`src/rtl/mc_port_arb_pkg.sv`:
```
// Shared phold definitions: core count, core-id tag width and the
// memory-controller command encodings used by the port arbiter.
package mc_port_arb_pkg;

  localparam int PHOLD_NUM_CORE = 4;
  localparam int PHOLD_ID_WID   = $clog2(PHOLD_NUM_CORE);

  typedef enum logic [2:0] {
    MC_CMD_IDLE   = 3'd0,
    MC_CMD_RD     = 3'd1,
    MC_CMD_WR     = 3'd2,
    MC_CMD_RDWR   = 3'd3,
    MC_CMD_ATOMIC = 3'd4,
    MC_CMD_FENCE  = 3'd5,
    MC_CMD_RS_RD  = 3'd6,
    MC_CMD_RS_WR  = 3'd7
  } mc_cmd_e;

endpackage

```
`src/rtl/mc_port_arb_rrarb.sv`:
```
// Round-robin selector: one-hot grant among req, search starting one past the
// last granted id. The pointer only moves on a grant; stall suppresses grants.
module rrarb #(
  parameter int N = 4
) (
  input  logic                 clk,
  input  logic                 reset,
  input  logic [N-1:0]         req,
  input  logic                 stall,
  output logic [N-1:0]         gnt,
  output logic                 gnt_vld,
  output logic [$clog2(N)-1:0] gnt_id
);

  localparam int IW = $clog2(N);

  logic [IW-1:0] last;
  logic [IW-1:0] idx;

  // Search last+1 .. last+N (wrapping); N is a power of two so IW-bit add wraps.
  always_comb begin
    gnt     = '0;
    gnt_vld = 1'b0;
    gnt_id  = '0;
    idx     = '0;
    if (!stall && !reset) begin
      for (int k = 1; k <= N; k++) begin
        idx = last + IW'(k);
        if (!gnt_vld && req[idx]) begin
          gnt_vld  = 1'b1;
          gnt_id   = idx;
          gnt[idx] = 1'b1;
        end
      end
    end
  end

  // Remember the last granted id; reset points at N-1 so core 0 wins first.
  always_ff @(posedge clk or posedge reset) begin
    if (reset) begin
      last <= IW'(N - 1);
    end else if (gnt_vld) begin
      last <= gnt_id;
    end
  end

endmodule

```
`src/rtl/mc_port_arb.sv`:
```
// Memory-controller port arbiter: round-robin multiplexes NUM_CORE core request
// ports into one registered controller request, tags rtnctl with the core id,
// routes responses back by that tag and tracks per-core outstanding requests.
module mc_port_arb
  import mc_port_arb_pkg::*;
#(
  parameter int NUM_CORE        = PHOLD_NUM_CORE,
  parameter int MC_RTNCTL_WIDTH = 32,
  parameter int MAX_OUTSTANDING = 8
) (
  input  logic                                clk,
  input  logic                                reset,
  input  logic [NUM_CORE-1:0]                 core_rq_vld,
  input  logic [3*NUM_CORE-1:0]               core_rq_cmd,
  input  logic [4*NUM_CORE-1:0]               core_rq_scmd,
  input  logic [2*NUM_CORE-1:0]               core_rq_size,
  input  logic [NUM_CORE-1:0]                 core_rq_flush,
  input  logic [48*NUM_CORE-1:0]              core_rq_vadr,
  input  logic [64*NUM_CORE-1:0]              core_rq_data,
  input  logic [MC_RTNCTL_WIDTH*NUM_CORE-1:0] core_rq_rtnctl,
  output logic [NUM_CORE-1:0]                 core_rq_ack,
  output logic                                mc_rq_vld,
  output logic [2:0]                          mc_rq_cmd,
  output logic [3:0]                          mc_rq_scmd,
  output logic [47:0]                         mc_rq_vadr,
  output logic [1:0]                          mc_rq_size,
  output logic [MC_RTNCTL_WIDTH-1:0]          mc_rq_rtnctl,
  output logic [63:0]                         mc_rq_data,
  output logic                                mc_rq_flush,
  input  logic                                mc_rq_stall,
  input  logic                                mc_rs_vld,
  input  logic [2:0]                          mc_rs_cmd,
  input  logic [3:0]                          mc_rs_scmd,
  input  logic [MC_RTNCTL_WIDTH-1:0]          mc_rs_rtnctl,
  input  logic [63:0]                         mc_rs_data,
  output logic                                mc_rs_stall,
  output logic [NUM_CORE-1:0]                 core_rs_vld,
  output logic [2:0]                          core_rs_cmd,
  output logic [3:0]                          core_rs_scmd,
  output logic [MC_RTNCTL_WIDTH-1:0]          core_rs_rtnctl,
  output logic [63:0]                         core_rs_data,
  input  logic [NUM_CORE-1:0]                 core_rs_stall,
  output logic                                busy,
  output logic                                err_underflow
);

  localparam int ID_WID = $clog2(NUM_CORE);
  localparam int CNT_W  = $clog2(MAX_OUTSTANDING + 1);
  localparam int HI_W   = MC_RTNCTL_WIDTH - ID_WID;

  // Per-core views of the flattened request buses.
  logic [2:0]      rq_cmd    [NUM_CORE];
  logic [3:0]      rq_scmd   [NUM_CORE];
  logic [1:0]      rq_size   [NUM_CORE];
  logic [47:0]     rq_vadr   [NUM_CORE];
  logic [63:0]     rq_data   [NUM_CORE];
  logic [HI_W-1:0] rq_rtn_hi [NUM_CORE];

  for (genvar g = 0; g < NUM_CORE; g++) begin : g_unpack
    assign rq_cmd[g]    = core_rq_cmd[g*3 +: 3];
    assign rq_scmd[g]   = core_rq_scmd[g*4 +: 4];
    assign rq_size[g]   = core_rq_size[g*2 +: 2];
    assign rq_vadr[g]   = core_rq_vadr[g*48 +: 48];
    assign rq_data[g]   = core_rq_data[g*64 +: 64];
    assign rq_rtn_hi[g] = core_rq_rtnctl[g*MC_RTNCTL_WIDTH + ID_WID +: HI_W];
  end

  // The low ID_WID rtnctl bits of each core are overwritten by the core id.
  logic rtnctl_id_bits_unused;
  assign rtnctl_id_bits_unused = ^core_rq_rtnctl;

  logic [CNT_W-1:0]  outstanding [NUM_CORE];
  logic [NUM_CORE-1:0] elig;
  logic [NUM_CORE-1:0] gnt;
  logic                gnt_vld;
  logic [ID_WID-1:0]   gnt_id;
  logic                hold;

  assign hold = mc_rq_vld & mc_rq_stall;

  // A core may compete if it requests and is a flush or below its outstanding limit.
  always_comb begin
    elig = '0;
    for (int g = 0; g < NUM_CORE; g++) begin
      elig[g] = core_rq_vld[g] &
                (core_rq_flush[g] | (outstanding[g] < CNT_W'(MAX_OUTSTANDING)));
    end
  end

  rrarb #(.N(NUM_CORE)) u_rrarb (
    .clk     (clk),
    .reset   (reset),
    .req     (elig),
    .stall   (hold),
    .gnt     (gnt),
    .gnt_vld (gnt_vld),
    .gnt_id  (gnt_id)
  );

  assign core_rq_ack = gnt;

  // Output register: load the granted core, drain when idle, freeze while stalled.
  always_ff @(posedge clk or posedge reset) begin
    if (reset) begin
      mc_rq_vld    <= 1'b0;
      mc_rq_cmd    <= '0;
      mc_rq_scmd   <= '0;
      mc_rq_vadr   <= '0;
      mc_rq_size   <= '0;
      mc_rq_rtnctl <= '0;
      mc_rq_data   <= '0;
      mc_rq_flush  <= 1'b0;
    end else if (!hold) begin
      if (gnt_vld) begin
        mc_rq_vld    <= 1'b1;
        mc_rq_cmd    <= rq_cmd[gnt_id];
        mc_rq_scmd   <= rq_scmd[gnt_id];
        mc_rq_vadr   <= rq_vadr[gnt_id];
        mc_rq_size   <= rq_size[gnt_id];
        mc_rq_rtnctl <= {rq_rtn_hi[gnt_id], gnt_id};
        mc_rq_data   <= rq_data[gnt_id];
        mc_rq_flush  <= core_rq_flush[gnt_id];
      end else begin
        mc_rq_vld <= 1'b0;
      end
    end
  end

  // Response routing by the core-id tag carried in the low rtnctl bits.
  logic [ID_WID-1:0] rs_id;
  logic              rs_acc;

  assign rs_id          = mc_rs_rtnctl[ID_WID-1:0];
  assign core_rs_vld    = mc_rs_vld ? (NUM_CORE'(1) << rs_id) : '0;
  assign mc_rs_stall    = mc_rs_vld & core_rs_stall[rs_id];
  assign rs_acc         = mc_rs_vld & ~mc_rs_stall;
  assign core_rs_cmd    = mc_rs_cmd;
  assign core_rs_scmd   = mc_rs_scmd;
  assign core_rs_rtnctl = mc_rs_rtnctl;
  assign core_rs_data   = mc_rs_data;

  logic [NUM_CORE-1:0] cnt_inc;
  logic [NUM_CORE-1:0] cnt_dec;

  // Non-flush grants add to a core's count; accepted responses subtract.
  always_comb begin
    cnt_inc = gnt & ~core_rq_flush;
    cnt_dec = '0;
    for (int g = 0; g < NUM_CORE; g++) begin
      cnt_dec[g] = rs_acc & (rs_id == ID_WID'(g));
    end
  end

  // Outstanding counters with sticky underflow detection.
  always_ff @(posedge clk or posedge reset) begin
    if (reset) begin
      for (int g = 0; g < NUM_CORE; g++) begin
        outstanding[g] <= '0;
      end
      err_underflow <= 1'b0;
    end else begin
      for (int g = 0; g < NUM_CORE; g++) begin
        if (cnt_inc[g] && !cnt_dec[g]) begin
          outstanding[g] <= outstanding[g] + CNT_W'(1);
        end else if (cnt_dec[g] && !cnt_inc[g]) begin
          if (outstanding[g] == '0) begin
            err_underflow <= 1'b1;
          end else begin
            outstanding[g] <= outstanding[g] - CNT_W'(1);
          end
        end
      end
    end
  end

  // Busy while the output register holds a request or any core has one in flight.
  always_comb begin
    busy = mc_rq_vld;
    for (int g = 0; g < NUM_CORE; g++) begin
      if (outstanding[g] != '0) begin
        busy = 1'b1;
      end
    end
  end

endmodule

```
`config.mk`:
```
export PLATFORM = sky130hd
export DESIGN_NAME = mc_port_arb
export DESIGN_NICKNAME = d
export VERILOG_FILES = /design/src/rtl/mc_port_arb_pkg.sv /design/src/rtl/mc_port_arb_rrarb.sv /design/src/rtl/mc_port_arb.sv
export SDC_FILE = /design/constraint.sdc
export NUM_CORES = 1
export LEC_CHECK = 0
export ABC_CLOCK_PERIOD_IN_PS = 9000
export BUFFER_PORTS_ARGS = -buffer_cell sky130_fd_sc_hd__buf_2
export CAP_MARGIN = 40
export CORE_AREA = 5 5 381 383
export CTS_CLUSTER_DIAMETER = 120
export DETAILED_ROUTE_END_ITERATION = 16
export DIE_AREA = 0 0 386 388
export PLACE_DENSITY = 0.3
export SLEW_MARGIN = 30
export SYNTH_ARGS = -nofsm -noshare
export SYNTH_HDL_FRONTEND = slang
export SYNTH_HIERARCHICAL = 1
export SYNTH_SLANG_ARGS = --single-unit
```
`constraint.sdc`:
```
create_clock -name clk -period 9 [get_ports clk]
set_input_delay 0.9 -clock clk [delete_from_list [all_inputs] [get_ports clk]]
set_output_delay 0.9 -clock clk [all_outputs]
set_load 0.005 [all_outputs]
```
==> results.md, run 1 <==
- The final setup violation count is 0.
- The proportion of synthesized chip area in sequential cells is a little over a third.
- The clock passes through at most 2 buffers.
- The post-layout minimum cycle time is between 4000 and 5000 ps.
- Clock latency on the worst-skew pair, taken at its later pin, is 520 ps.
- The critical path capture point type is a flop.
- The clock root buffer is sky130_fd_sc_hd__clkbuf_16.
- The average wire length per cell after detail routing is 20.0 µm.
- TritonCTS created 17 clock buffers.
- The synthesis-stage register bit count is about 170.
- The tightest min-delay check is of the primary input to async pin type.
- The count of input and output buffers is 789.
- Row generation in the floorplan step produced 138 rows.
- Yosys mapped a number of flops with a built-in enable equal to 0.
- The most frequent cell after synthesis is sky130_fd_sc_hd__dfrtp_1.
- The post-cts hold buffer count is 0.
- In this run the post-CTS setup repair buffer count came out at 0.
- The via total after detailed routing is approximately 10k.
- Of the cells placed in the final design, the portion with a size suffix greater than 1 is between 70% and 80%.
- After synthesis, the cell types taking the most area are sky130_fd_sc_hd__dfrtp_1 (36%), sky130_fd_sc_hd__mux4_2 (29%), sky130_fd_sc_hd__mux2_2 (15%), sky130_fd_sc_hd__buf_4 (6.8%), sky130_fd_sc_hd__ha_1 (2.5%).
- Fill cells in the final layout number approximately 16k.
- Total power for the finished layout comes to between 5 and 6 mW.
- The die area is between 100000 and 150000 µm².
- The clock sink total is ~170.
- Once detail routing completed, the nets flagged for antenna violations numbered 0.
- The initial utilization of the core area, before any placement, comes to 8.55%.
- The die extent in y is 388 µm.
- Summed over all nets, the half-perimeter wirelength after detailed placement is about 58000 µm.
- The total leakage power is around 7.6 nW.
- The die is 386 µm wide.
- The placeable core region is about 140000 µm².
- In the synthesized netlist, the cells that appear most often are sky130_fd_sc_hd__dfrtp_1 (172), sky130_fd_sc_hd__mux2_2 (159), sky130_fd_sc_hd__mux4_2 (156).
- The first global-routing pass estimated 90100 µm of wire.
- The transition time at the pin with the least slew margin is 821 ps.
- TritonCTS built the clock tree.
- The worst register-to-register path has a setup slack of roughly 4400 ps.
- Per report_power, the sequential group accounts for ~28% of the total.
- The number of antenna violations at the first check in global routing is 38.
- The share of synthesized flip-flops with an asynchronous set or reset is between 90% and 100%.
- The net switching power is 2.03 mW.
- After synthesis the cells add up to 12100 µm².
- The power density over cell area is 282 nW/µm².
- The critical path start-end classification is flop to flop.
- From synthesis to final layout, the design area changed by 50.3%.
- The count of cell types in the netlist is 52.
- The worst-case IR drop observed on VDD is about 0.17 mV.
- The count of final max-slew check failures is 0.
- Setup repair after global routing left no endpoint under its margin.
- Registers take around 4400 µm².
- The number of nets in the layout is 2253.
- The relative slew slack is between 40% and 50%.
- The clock-pin transition on the worst setup and hold timing paths is ~80 ps.
- The final design utilization is between 10% and 20%.
- The worst endpoint required time is ~9400 ps.
- The run finished with clean final reports.
- STA puts the critical path data arrival time at ~5000 ps.
- roughly 1.0k I/O pins were placed.
- The post-detailed-route DRC marker count is 0.
- The total negative slack for setup checks is 0 ps.
- The proportion of netlist area held by the largest area contributor is 35.7%.
- The combinational cell fraction of total power is a little under three fifths.
- Each instance of the synthesized netlist takes up on average approximately 15 µm².
- The number of nets handed over by synthesis was 1583.
- The worst-path maximum fanout is 77.
- The H-tree was split into 4 levels.
- The multi-input combinational cell area is about 6600 µm².
- Entering global routing, the biggest net connects between 70 and 80 pins.
- The worst flop-to-flop path endpoint is mc_rq_vadr[35].
- The detailed-routing iteration count for the pre-antenna-repair pass is 4.
- The detailed router finished its first iteration with 360 violations.
- The number of hold-slack violations in the final timing report is 0.
- The kind of launch point of the worst setup path is a flop.
- For this run, the top clock speed supported by timing is around 220 MHz.
- Once the clock tree was built, the resizer swapped 0 gates to a different size.
- The cell count after synthesis came out at about 820.
- The total internal power is between 3 and 4 mW.
- The number of global-route vias before repair is around 11k.
- The library cell with the largest summed area after synthesis is sky130_fd_sc_hd__dfrtp_1.
- The clock network accounts for 16.3% of the total power.
- The final worst clock skew is between 20 and 25 ps.
- Net switching is 39.6% of the power.
- The number of vias per cell is approximately 3.0.
- Wires add up to 68200 µm.
- The most used flip-flop cell after synthesis is sky130_fd_sc_hd__dfrtp_1.
- Counting cells, the worst reg-to-reg path comes to 9.
- The startpoint identified for the worst register-to-register timing path is u_rrarb/last[0].
- After layout, the worst path uses between 50% and 60% of the clock period.
- The congestion estimate from routability-driven global placement came to 0.773.
- The max-cap check violation count is 0.
- For this run, the number of Yosys warnings is 6.
- Global routing consumed, over all layers together, a little under 9% of the routing resources.
- The total congestion overflow is 0.
## cells by family (layout without fill, tap and decap cells)
logic type	count (synthesis)	in the layout	share of synthesized area (%)
muxes	318	318	44.2
adders and majority gates	28	28	3.15
other	0	8	0
buffers and inverters	177	860	9.82
and+or+nand+nor	70	70	3.17
AOI/OAI and AO/OA	44	44	2.54
xor gates and xnor gates	13	13	0.944
DFF	174	174	36.1
## critical path, cell delays in order, from the launching register on
cell                      delay, ps
sky130_fd_sc_hd__dfstp_2        840
sky130_fd_sc_hd__inv_1          180
sky130_fd_sc_hd__ha_1           420
sky130_fd_sc_hd__mux4_2         560
sky130_fd_sc_hd__nor2b_4        170
sky130_fd_sc_hd__or2_1          250
sky130_fd_sc_hd__o22ai_4        450
sky130_fd_sc_hd__buf_12         450
sky130_fd_sc_hd__mux4_2         610
sky130_fd_sc_hd__mux2_2         280
## sequential cells by signal (all words and copies together), names as in the netlist
register       count
mc_rq_cmd          3
mc_rq_data        64
mc_rq_rtnctl      32
u_rrarb/last       2
mc_rq_scmd         4
mc_rq_flush        1
mc_rq_size         2
mc_rq_vadr        48
err_underflow      1
outstanding       16
mc_rq_vld          1
## worst max-delay path by stage
stage                          start         endpoint  slack, ps  cells past startpoint
finish               u_rrarb/last[0]   mc_rq_vadr[35]       4390                      9
global placement    core_rq_flush[1]   mc_rq_data[46]       3890                     10
floorplan                      reset    err_underflow       3440                      1
CTS                  u_rrarb/last[0]  mc_rq_rtnctl[2]       4270                      9
detailed placement  core_rq_flush[0]   mc_rq_data[46]       4080                     11
global route         u_rrarb/last[0]   mc_rq_vadr[35]       4060                      9
## placed cells by master, fill, tap and decap left out, drive strengths merged, types with 11 or more instances in the layout
cell,count
buf,804
clkbuf,18
nand2,17
dfrtp,172
nor2,12
a21oi,11
ha,24
inv,28
mux2,160
mux4,156
## power groups by stage
stage | Sequential, mW | Combinational (mW) | Clock [mW]
2_1_floorplan | 1.44 | 1.80 | 0
3_3_place_gp | 1.46 | 3.00 | 0
3_5_place_dp | 1.45 | 2.97 | 0
4_1_cts | 1.45 | 2.98 | 0.904
5_1_grt | 1.50 | 3.12 | 0.919
6_report | 1.44 | 2.84 | 0.832
## layer usage
layer / vias up / GRT usage [%] / part of all wire, %
met1: 5035 / 10.5 / 39
met3: 94 / 3.54 / 11
met2: 568 / 14.6 / 48
met4: 18 / 2.36 / 1.7
li1: 4442 / - / -
met5: - / 0 / 0.18
## cell type report
cell class / count / area share (%)
sequential: 174 / 24.0
timing repair buffer: 807 / 22.9
tap: 1890 / 13.0
inverter: 21 / 0.476
clock buffer: 17 / 2.35
antenna: 8 / 0.110
clock inverter: 15 / 0.967
multi-input combinational: 473 / 36.1
## per-stage QoR
| stage | instances | hold WS [ps] | instance area, µm² | worst slack, ps |
|---|---|---|---|---|
| floorplan | 824 | 462 | 12100 | 3440 |
| finish | 3405 | 441 | 18100 | 4390 |
| global route | 3399 | 434 | 18100 | 4060 |
| global placement | 3360 | 486 | 17400 | 3890 |
| CTS | 3395 | 387 | 18100 | 4270 |
| detailed placement | 3363 | 489 | 17500 | 4080 |
Power figures use the tool's default switching activity.
==> run 2: changes to the inputs <==
- ABC_CLOCK_PERIOD_IN_PS: 9000 -> 4600
- clock period: 9 -> 4.6 ns (I/O delays scaled with it)
==> results.md, run 2 (synthesized netlist as in run 1, its figures left out) <==
- Of the cells placed in the final design, the portion with a size suffix greater than 1 is between 70% and 80%.
- The number of cells on the worst reg-to-reg path is 10.
- The worst setup path endpoint is mc_rq_data[56].
- Net switching is 39.7% of the power.
- Global routing consumed, on the met3 layer, 3.68% of the routing resources.
- Of the total power, the clock network draws 15.8%.
- The later pin in the worst-skew pair is clocked with a latency of a little over 500 ps.
- The number of DRC markers after the initial detailed-route iteration is 322.
- The final layout contains routed wiring with a total length of roughly 68000 µm.
- Walking the worst path, the cells encountered are inv_1 -> ha_1 -> mux4_2 -> nor2b_4 -> or2_1 -> o22ai_4 -> buf_12 -> buf_4 -> mux4_2 -> mux2_2.
- The final instance area is between 15000 and 20000 µm².
- In the routed design, unresolved DRC markers number 0.
- The average wire length per cell after detail routing is 19.9 µm.
- The worst register-to-register path begins at u_rrarb/last[1].
- The placed standard-cell area is approximately 18000 µm².
- For the worst setup path, the data arrival time is about 4200 ps.
- The flow ran to the end, and the final reports show no timing, DRC or antenna violations.
- The count of input and output buffers is roughly 790.
- The worst voltage drop across the vdd grid is about 0.23 mV.
- The total internal power is between 6 and 7 mW.
- The slowest stage of the critical path belongs to the cell sky130_fd_sc_hd__mux4_2.
- The placeable core region is approximately 140000 µm².
- The post-cts resize count is 0.
- The number of top-level pins is roughly 1k.
- For the worst setup path, the data required time is about 5000 ps.
- Setup repair after global routing left no endpoint under its margin.
- Summed over all cells, the static leakage comes to 7.76 nW.
- The smallest hold slack is roughly 380 ps.
- The area growth from synthesis to layout is 52.0%.
- On the worst path, the slowest cell contributes a delay of ~640 ps.
- No sink is reached through more buffers than the 2 on the longest clock path.
- The worst setup path is launched from a flop.
- Buffers inserted to repair hold after CTS numbered 1.
- The most frequent cell on the critical path is sky130_fd_sc_hd__mux4_2.
- The worst register-to-register path has a setup slack of ~810 ps.
- The die extent in y is between 300 and 400 µm.
- The critical path capture point type is a flop.
- The final layout contains about 2.3k nets.
- The endpoint identified for the worst register-to-register timing path is mc_rq_data[56].
- The register with the most flip-flops is mc_rq_data.
- The detailed-routing iteration count for the pre-antenna-repair pass is 4.
- The die area is approximately 150000 µm².
- The combinational cell fraction of total power is a little under three fifths.
- Once detail routing completed, the nets flagged for antenna violations numbered 0.
- Clock-pin slew was measured on the worst setup and hold paths at ~90 ps.
- The path class of the tightest hold or removal check is primary input to flop.
- The number of hold-slack violations in the final timing report was 0.
- The worst setup path is of the flop to flop kind.
- At the pin with the least slew margin, the transition time is between 700 and 800 ps.
- In this run the power density over the cells is around 560 nW/µm².
- In the finished design, the share of the clock period the worst path needs comes to between 80 and 90%.
- The number of antenna violations at the first check in global routing is 40.
- The number of gates on the worst path with buffers counted is 10.
- The worst-path maximum fanout is 14.
- The net switching power is just over 4 mW.
- The number of H-tree levels is 4.
- Broken down by cell family, the worst path's largest delay share belongs to multiplexers.
- Leaving out fill and tap cells, the most frequent cells in the layout are sky130_fd_sc_hd__buf_2 (789), sky130_fd_sc_hd__dfrtp_1 (172), sky130_fd_sc_hd__mux2_2 (159).
- The origin of the worst setup path is u_rrarb/last[1].
- Summed over all failing endpoints, the final setup total negative slack is 0 ps.
- The met1 capacity usage during global routing is 9.50%.
- The count of final max-slew check failures is 0.
- The share of total power dissipated in sequential elements is between 20% and 30%.
- The number of vias per cell is about 3.
- The global routing stage identified its most utilized layer as met2.
- The TritonCTS clock tree is yes.
- In the final layout, the registers with the most flip-flops are mc_rq_data (64), mc_rq_vadr (48), mc_rq_rtnctl (32).
- Leaving out fill and tap cells, the most frequent cell in the layout is sky130_fd_sc_hd__buf_2.
- The relative slew slack is a little under half.
- The number of global-route vias before repair is ~11k.
- The buffers plus inverters on the worst setup path is 3.
- Setup violations remaining at the end of the flow were counted as 0.
- From left edge to right edge, the die measures around 390 µm.
- Based on the critical path, the design can be clocked at up to 264 MHz.
- The initial cell density of the core is 8.55%.
- Summed over all layers, the global routing overflow is 0.
- The tree is rooted in a sky130_fd_sc_hd__clkbuf_16.
- In the global route stage, met2 resource usage came out at between 15 and 20%.
- The first global-routing pass estimated between 80000 and 90000 µm of wire.
- The number of buffers added for setup after CTS is 0.
- The congestion estimate from routability-driven global placement came to about 0.76.
- The total global-route track usage is around 8.7%.
- The final worst clock skew is 16.0 ps.
- The pin count of the biggest net entering global routing is 86.
- The clock drives between 150 and 200 sinks.
- The floorplan has roughly 140 rows.
- The max-cap check violation count is 0.
- The via total after detailed routing is about 10k.
- The wire-length estimate of the detail-placed layout is 57700 µm.
- The number of flip-flops under the largest register name is between 60 and 70.
- The post-layout minimum cycle time is between 3000 and 4000 ps.
- The total clock buffers created by CTS is 17.
-- run 2: cell count changes in the layout (fill, tap and decap cells not counted), sizes merged --
cell           previous run  this run
buf                     804       826
clkbuf                   18        17
clkdlybuf4s18             2         0
clkinv                    5         3
clkinvlp                  2         5
dlygate4sd3               0         1
inv                      28        27
-- run 2: power by group through the flow --
stage / clock [mW] / combinational [mW] / sequential [mW]
after global routing: 1.79 / 6.43 / 2.87
after detailed placement: 0 / 6.11 / 2.78
after floorplan: 0 / 3.52 / 2.82
final: 1.63 / 5.92 / 2.75
after CTS: 1.77 / 6.14 / 2.77
after global placement: 0 / 6.19 / 2.79
-- run 2: routing by layer --
| metal | vias up | wire length, µm |
|---|---|---|
| met2 | 583 | 34100 |
| met5 | - | 89 |
| met1 | 5100 | 24500 |
| met3 | 106 | 7860 |
| li1 | 4485 | - |
| met4 | 16 | 1710 |
-- run 2: stage by stage --
stage	cells	utilization (%)	total power, mW	setup slack (ps)
floorplan	824	-	6.34	846
global placement	3384	12.6	8.97	737
detailed placement	3384	12.6	8.90	779
CTS	3417	13.0	10.7	799
global route	3418	13.0	11.1	573
finish	3425	13.0	10.3	805
-- run 2: final cells by class --
class / count / area [µm²]
clock inverters: 15 / 173
flip-flops and latches: 174 / 4360
diodes: 8 / 20.0
repair buffers: 827 / 4360
inverters: 21 / 82.6
multi-input cells: 473 / 6550
well taps: 1890 / 2360
fillers: 16100 / 123000
clock buffers: 17 / 425
-- run 2: how the worst min path moves through the flow --
stage,startpoint,endpoint,slack [ps],cells after the start
after global placement,mc_rq_data[10],mc_rq_data[10],490,1
after CTS,core_rq_data[167],mc_rq_data[39],300,3
after floorplan,reset,u_rrarb/last[0],370,1
after global routing,core_rq_data[32],mc_rq_data[32],330,3
final,core_rq_data[167],mc_rq_data[39],380,3
after detailed placement,err_underflow,err_underflow,490,2
-- run 2: tightest hold or removal path, cell delays in order --
cell                     delay, ps
sky130_fd_sc_hd__buf_2          70
sky130_fd_sc_hd__mux4_2        210
sky130_fd_sc_hd__mux2_2        130
